--- src/rtl/svfloat_pack_arbiter.sv ---
// Arbitrates N float-pack requests onto one shared svfloat_packer through a two-stage pipeline.
// Define SVFLOAT_PACK_ARB_ROUNDROBIN_EN for round-robin grants; the default build uses fixed priority.

package svfloat;

  typedef struct packed {
    logic        sign;
    logic [7:0]  exp;
    logic [22:0] man;
  } float32;

  typedef struct packed {
    logic        sign;
    logic [10:0] exp;
    logic [51:0] man;
  } float64;

endpackage

// Packs sign/unbiased exponent/fixed-point mantissa into an IEEE-style float.
// Rounds to nearest-even; results below the normal range flush to signed zero.
module svfloat_packer #(
  parameter type float  = svfloat::float32,
  parameter int  ewidth = 9,
  parameter int  width  = 46,
  parameter int  frac   = 23
) (
  input  logic                     is_inf,
  input  logic                     is_nan,
  input  logic                     is_zero,
  input  logic                     sign,
  input  logic signed [ewidth-1:0] exp,
  input  logic [width-1:0]         man,
  output float                     res
);

  localparam int fw   = $bits(float);
  localparam int fe   = (fw == 16) ? 5 : (fw == 64) ? 11 : 8;
  localparam int fm   = fw - 1 - fe;
  localparam int bias = (1 << (fe - 1)) - 1;
  localparam int emax = 2 * bias;

  int               lead;
  logic [width-2:0] norm;
  logic [fm-1:0]    mant;
  logic             guard;
  logic             sticky;
  logic             round_up;
  logic [fm:0]      mant_r;
  int               e_b;
  logic [fw-1:0]    bits;

  // NOTE: every variable is written on every path through this block, otherwise a latch is inferred.
  always_comb begin
    lead = 0;
    for (int i = 0; i < width; i++)
      if (man[i]) lead = i;

    // Leading one shifted out to the hidden-bit position; what remains is fraction, guard, sticky.
    norm     = (width - 1)'(man << (width - 1 - lead));
    mant     = norm[width-2 -: fm];
    guard    = norm[width-2-fm];
    sticky   = |norm[width-3-fm:0];
    round_up = guard & (sticky | mant[0]);
    mant_r   = {1'b0, mant} + {{fm{1'b0}}, round_up};
    e_b      = int'(exp) + lead - frac + bias + int'(mant_r[fm]);

    if (is_nan)
      bits = {sign, {fe{1'b1}}, 1'b1, {(fm-1){1'b0}}};
    else if (is_inf)
      bits = {sign, {fe{1'b1}}, {fm{1'b0}}};
    else if (is_zero || man == '0)
      bits = {sign, {(fw-1){1'b0}}};
    else if (e_b > emax)
      bits = {sign, {fe{1'b1}}, {fm{1'b0}}};
    else if (e_b < 1)
      bits = {sign, {(fw-1){1'b0}}};
    else
      bits = {sign, e_b[fe-1:0], mant_r[fm-1:0]};
  end

  assign res = bits;

endmodule

module svfloat_pack_arbiter #(
  parameter type float  = svfloat::float32,
  parameter int  ewidth = 9,
  parameter int  width  = 46,
  parameter int  frac   = 23,
  parameter int  ports  = 4
) (
  input  logic                         clk,
  input  logic                         rst_n,
  input  logic [ports-1:0]             req_valid,
  output logic [ports-1:0]             req_ready,
  input  logic [ports-1:0]             req_is_inf,
  input  logic [ports-1:0]             req_is_nan,
  input  logic [ports-1:0]             req_is_zero,
  input  logic [ports-1:0]             req_sign,
  input  logic [ports-1:0][ewidth-1:0] req_exp,
  input  logic [ports-1:0][width-1:0]  req_man,
  output logic                         res_valid,
  input  logic                         res_ready,
  output logic [$clog2(ports)-1:0]     res_id,
  output float                         res
);

  localparam int idw = $clog2(ports);

  logic                     v1;
  logic                     v2;
  logic                     adv1;
  logic                     adv2;
  logic                     load2;
  logic                     xfer;
  logic                     grant_any;
  logic [idw-1:0]           grant_id;

  logic [idw-1:0]           id1;
  logic                     s1_inf;
  logic                     s1_nan;
  logic                     s1_zero;
  logic                     s1_sign;
  logic signed [ewidth-1:0] s1_exp;
  logic [width-1:0]         s1_man;

  float                     pack_res;
  float                     res_q;
  logic [idw-1:0]           id2;

  assign adv2  = v2 && res_ready;
  assign load2 = v1 && (!v2 || adv2);
  assign adv1  = !v1 || load2;

`ifdef SVFLOAT_PACK_ARB_ROUNDROBIN_EN
  localparam logic [idw:0] ports_w = (idw + 1)'(ports);

  logic [idw-1:0]   ptr;
  logic [ports-1:0] rot;
  logic [idw-1:0]   off;
  logic [idw:0]     sum;

  // Rotate so the pointer's requester sits at bit 0, pick the lowest set bit, then rotate back.
  always_comb begin
    rot       = ports'({req_valid, req_valid} >> ptr);
    grant_any = 1'b0;
    off       = '0;
    for (int k = ports - 1; k >= 0; k--)
      if (rot[k]) begin
        grant_any = 1'b1;
        off       = k[idw-1:0];
      end
    sum      = {1'b0, ptr} + {1'b0, off};
    grant_id = (sum >= ports_w) ? idw'(sum - ports_w) : idw'(sum);
  end

  // NOTE: sequential state is updated with non-blocking assignments so every flop samples pre-edge values.
  always_ff @(posedge clk) begin
    if (!rst_n)
      ptr <= '0;
    else if (xfer)
      ptr <= (grant_id == idw'(ports - 1)) ? '0 : grant_id + 1'b1;
  end
`else
  always_comb begin
    grant_any = 1'b0;
    grant_id  = '0;
    for (int k = ports - 1; k >= 0; k--)
      if (req_valid[k]) begin
        grant_any = 1'b1;
        grant_id  = k[idw-1:0];
      end
  end
`endif

  // Gating with rst_n keeps the handshake quiet while the synchronous reset is held.
  assign xfer      = grant_any && adv1 && rst_n;
  assign req_ready = xfer ? (ports'(1) << grant_id) : '0;

  // NOTE: payload flops carry no reset; v1 alone decides whether their contents mean anything.
  always_ff @(posedge clk) begin
    if (xfer) begin
      id1     <= grant_id;
      s1_inf  <= req_is_inf[grant_id];
      s1_nan  <= req_is_nan[grant_id];
      s1_zero <= req_is_zero[grant_id];
      s1_sign <= req_sign[grant_id];
      s1_exp  <= req_exp[grant_id];
      s1_man  <= req_man[grant_id];
    end
  end

  svfloat_packer #(
    .float  (float),
    .ewidth (ewidth),
    .width  (width),
    .frac   (frac)
  ) u_packer (
    .is_inf  (s1_inf),
    .is_nan  (s1_nan),
    .is_zero (s1_zero),
    .sign    (s1_sign),
    .exp     (s1_exp),
    .man     (s1_man),
    .res     (pack_res)
  );

  always_ff @(posedge clk) begin
    if (!rst_n) begin
      v1    <= 1'b0;
      v2    <= 1'b0;
      res_q <= '0;
      id2   <= '0;
    end else begin
      if (xfer)
        v1 <= 1'b1;
      else if (load2)
        v1 <= 1'b0;

      if (load2) begin
        v2    <= 1'b1;
        res_q <= pack_res;
        id2   <= id1;
      end else if (adv2) begin
        v2 <= 1'b0;
      end
    end
  end

  assign res_valid = v2 && rst_n;
  assign res_id    = id2;
  assign res       = res_q;

endmodule

--- config.mk ---
export PLATFORM = sky130hd
export DESIGN_NAME = svfloat_pack_arbiter
export DESIGN_NICKNAME = d
export VERILOG_FILES = /design/src/rtl/svfloat_pack_arbiter.sv
export SDC_FILE = /design/constraint.sdc
export NUM_CORES = 1
export LEC_CHECK = 0
export BUFFER_PORTS_ARGS = -buffer_cell sky130_fd_sc_hd__buf_2
export CAP_MARGIN = 15
export CORE_MARGIN = 2
export CORE_UTILIZATION = 58
export CTS_BUF_LIST = sky130_fd_sc_hd__clkbuf_8
export DETAILED_ROUTE_END_ITERATION = 7
export PLACE_DENSITY = 0.88
export SYNTH_ARGS = -nofsm -noshare
export SYNTH_HDL_FRONTEND = slang
export SYNTH_SLANG_ARGS = --single-unit
--- constraint.sdc ---
create_clock -name clk -period 16.8 [get_ports clk]
set_input_delay 3.36 -clock clk [delete_from_list [all_inputs] [get_ports clk]]
set_output_delay 3.36 -clock clk [all_outputs]
set_load 0.05 [all_outputs]
==> flow_metrics.tcl <==
set metrics [dict create \
    final_area_sq_um 11400 \
    drv_slew 0 \
    critPathMaxStageDelay_ps 670 \
    routabilityCongestion 1.05 \
    crit_path_end_kind "register" \
    rsz0062_at_grt "no" \
    min_path_type "register to register" \
    synth-seq-cells 97 \
    final_common_cell "buf_2" \
    crit_type "register to register" \
    cp_max_fo 47 \
    r2r_slack_ps 7010 \
    nNetsFinal 1693 \
    h-tree-depth 3 \
    ys_warn_count 0 \
    status "finished, violations left" \
    synth_flop_cell "edfxtp_1" \
    antenna_found_initial 4 \
    yosys.area_share.simple 0.256 \
    synth_top_area_share 0.188 \
    synthesis.nets 1470 \
    tns_ps 0 \
    multiInputGateArea_sq_um 6710 \
    synthToLayoutAreaGrowth_pct 16.9 \
    ant_nets 0 \
    power_density_nw_per_um2 85.9 \
    ys_seq_area_frac 0.262 \
    drive_above_1_share 0.262 \
    placed_cell_area_sq_um 11200 \
    fin_crit_ps 9790 \
    dp_hpwl_um 30400 \
    fmax_ghz 0.102 \
    cts_hold_buf 0 \
    cts_made_buffers 9 \
    synth.distinct_cells 103 \
    syn_inst 1209 \
    violations "DRC" \
    yosys.area_share.adder 0.0239 \
    portBuffers 281 \
    synth_area_leaders "edfxtp_1 19%, nand2_1 8.6%, dfxtp_1 7.4%, a222oi_1 6.2%, mux2i_1 5.7%" \
    cts-resized-gates 0 \
    fill_cells 1356 \
    synth_edf_count 61 \
    clkSlewWorstSetupHoldPaths_ps 110 \
    maxCapViolCount 0 \
    dp.cells 1641 \
    crit_top_cell "ha_1" \
    vdd_ir_drop_max_v 0.0000498 \
    coreArea_sq_um 16500 \
    drt_iter0_markers 1724 \
    track_usage 0.425 \
    cts_tree "built" \
    grt_pass1_wl_um 59500 \
    synthArstFlopShare 0 \
    skew_ps 27.0 \
    min_period_over_period 0.583 \
    dr.pass1.iters 8 \
    rr_startpoint "s1_man[22]$_DFFE_PP_" \
    yosys.area_share.xor_xnor 0.0270 \
    crit_end "res[0]$_SDFFE_PN0P_" \
    fp-row-count 47 \
    die_area_sq_um 17800 \
    worstSetupStartpoint "s1_man[22]$_DFFE_PP_" \
    grt_max_degree 62 \
    holdWs_ps 456 \
    initial_core_util 0.591 \
    clock-sinks 97 \
    ios 282 \
    cts-root-buf "clkbuf_8" \
    insertion_delay_ps 420 \
    synth_top_family_by_area "compound AO/OA/AOI/OAI gates" \
    p_leak_nw 5.00 \
    route.vias.total 11500 \
    routed_wl_um 39100 \
    wl_per_cell_um 23.5 \
    seq_area_sq_um 2550 \
    crit_path_start_kind "register" \
    avgSynthCellArea_sq_um 8.04 \
    chipHeight_um 133 \
    grt_pass1_vias 10800 \
    yosysTopAreaCell "edfxtp_1" \
    die_x_um 133 \
    clockBufferDepth 2 \
    synth-compound-area-share 0.292 \
    worstMarginPinSlew_ps 1060 \
    grt_overflow 0 \
    drcViolationCount 20 \
    required_ps 17150 \
    slew_headroom 0.287 \
    syn_area_sq_um 9730 \
    rr_endpoint "res[0]$_SDFFE_PN0P_" \
    cts_setup_buffers 0 \
    arrival_ps 10140 \
    cp_slowest_cell "nor4_1" \
    setup_violations 0 \
    muxShareOfSynthArea 0.0862 \
    hold_viol_final 0 \
    viasPerCell 6.93 \
    reg2reg_depth 33 \
    final_cell_mix "281 x buf_2, 222 x nand2_1, 82 x nor2_1, 65 x a21oi_1, 61 x edfxtp_1" \
    finalNonFillerCells 1661 \
]
-- worst max-delay path: cells and delay by family (launching register included) --
kind,cells,cell delay [ps]
buf+inv,3,1140
flops,1,540
simple gates,17,5200
compound gates,10,2010
fa+ha+maj,3,810
-- logic make-up (layout without fill, tap and decap cells) --
| family | count (synthesis) | in the layout |
|---|---|---|
| XOR/XNOR | 30 | 30 |
| AO/OA/AOI/OAI | 373 | 373 |
| multiplexers | 77 | 77 |
| flip-flops | 97 | 97 |
| AND/OR/NAND/NOR | 502 | 502 |
| other | 0 | 4 |
| adder cells (fa/ha/maj) | 18 | 18 |
| buffers and inverters | 112 | 340 |
-- per-layer routing --
metal / global-route usage / vias to the layer above / part of all wire
met1: 0.533 / 5304 / 0.37
met2: 0.689 / 917 / 0.46
met3: 0.0795 / 183 / 0.11
met5: 0 / - / 0
li1: - / 5110 / -
met4: 0.243 / 0 / 0.064
-- worst min-delay path by stage --
| stage | cells after the start | to | startpoint |
|---|---|---|---|
| 5_1_grt | 2 | res[21]$_SDFFE_PN0P_ | res[21]$_SDFFE_PN0P_ |
| 6_report | 2 | res[13]$_SDFFE_PN0P_ | res[13]$_SDFFE_PN0P_ |
| 4_1_cts | 2 | res[13]$_SDFFE_PN0P_ | res[13]$_SDFFE_PN0P_ |
| 2_1_floorplan | 2 | res[31]$_SDFFE_PN0P_ | s1_sign$_DFFE_PP_ |
| 3_3_place_gp | 2 | res[21]$_SDFFE_PN0P_ | res[21]$_SDFFE_PN0P_ |
| 3_5_place_dp | 2 | res[13]$_SDFFE_PN0P_ | res[13]$_SDFFE_PN0P_ |
-- through the flow --
step | total power, mW | util | setup WS, ps
after floorplan | 0.644 | - | 7590
after global placement | 0.792 | 0.678 | 7340
after detailed placement | 0.797 | 0.678 | 7200
after CTS | 0.956 | 0.690 | 7170
after global routing | 1.01 | 0.691 | 6480
final | 0.976 | 0.691 | 7010
-- sequential cells by signal (all words and copies together) (netlist names) --
| signal | cells |
|---|---|
| s1_zero | 1 |
| s1_inf | 1 |
| res_id | 2 |
| s1_exp | 9 |
| id1 | 2 |
| v1 | 1 |
| res | 32 |
| v2 | 1 |
| s1_nan | 1 |
| s1_man | 46 |
| s1_sign | 1 |
-- synth_stat cells, types with 17 or more instances --
| master | count |
|---|---|
| nand3_1 | 26 |
| clkbuf_1 | 58 |
| nand2_1 | 222 |
| mux2i_1 | 55 |
| a211oi_1 | 22 |
| o21ai_0 | 50 |
| a222oi_1 | 60 |
| ha_1 | 17 |
| dfxtp_1 | 36 |
| xnor2_1 | 19 |
| edfxtp_1 | 61 |
| inv_1 | 28 |
| nor3_1 | 37 |
| a21oi_1 | 65 |
| nor2_1 | 83 |
| nor2b_1 | 18 |
-- where the power goes --
part	switching, mW	total (mW)	internal, mW
logic	0.327	0.511	0.185
clock network	0.102	0.162	0.0592
registers	0.0288	0.303	0.275
total	0.458	0.976	0.518
-- layout make-up --
type                       instances  area share
antenna                            4    0.000880
clock buffer                       9      0.0109
timing repair buffer             294       0.132
multi-input combinational       1000       0.590
tap                              220      0.0242
sequential                        97       0.224
inverter                          30      0.0101
clock inverter                     7     0.00715
Note: power is estimated with default switching activity, not from simulation.
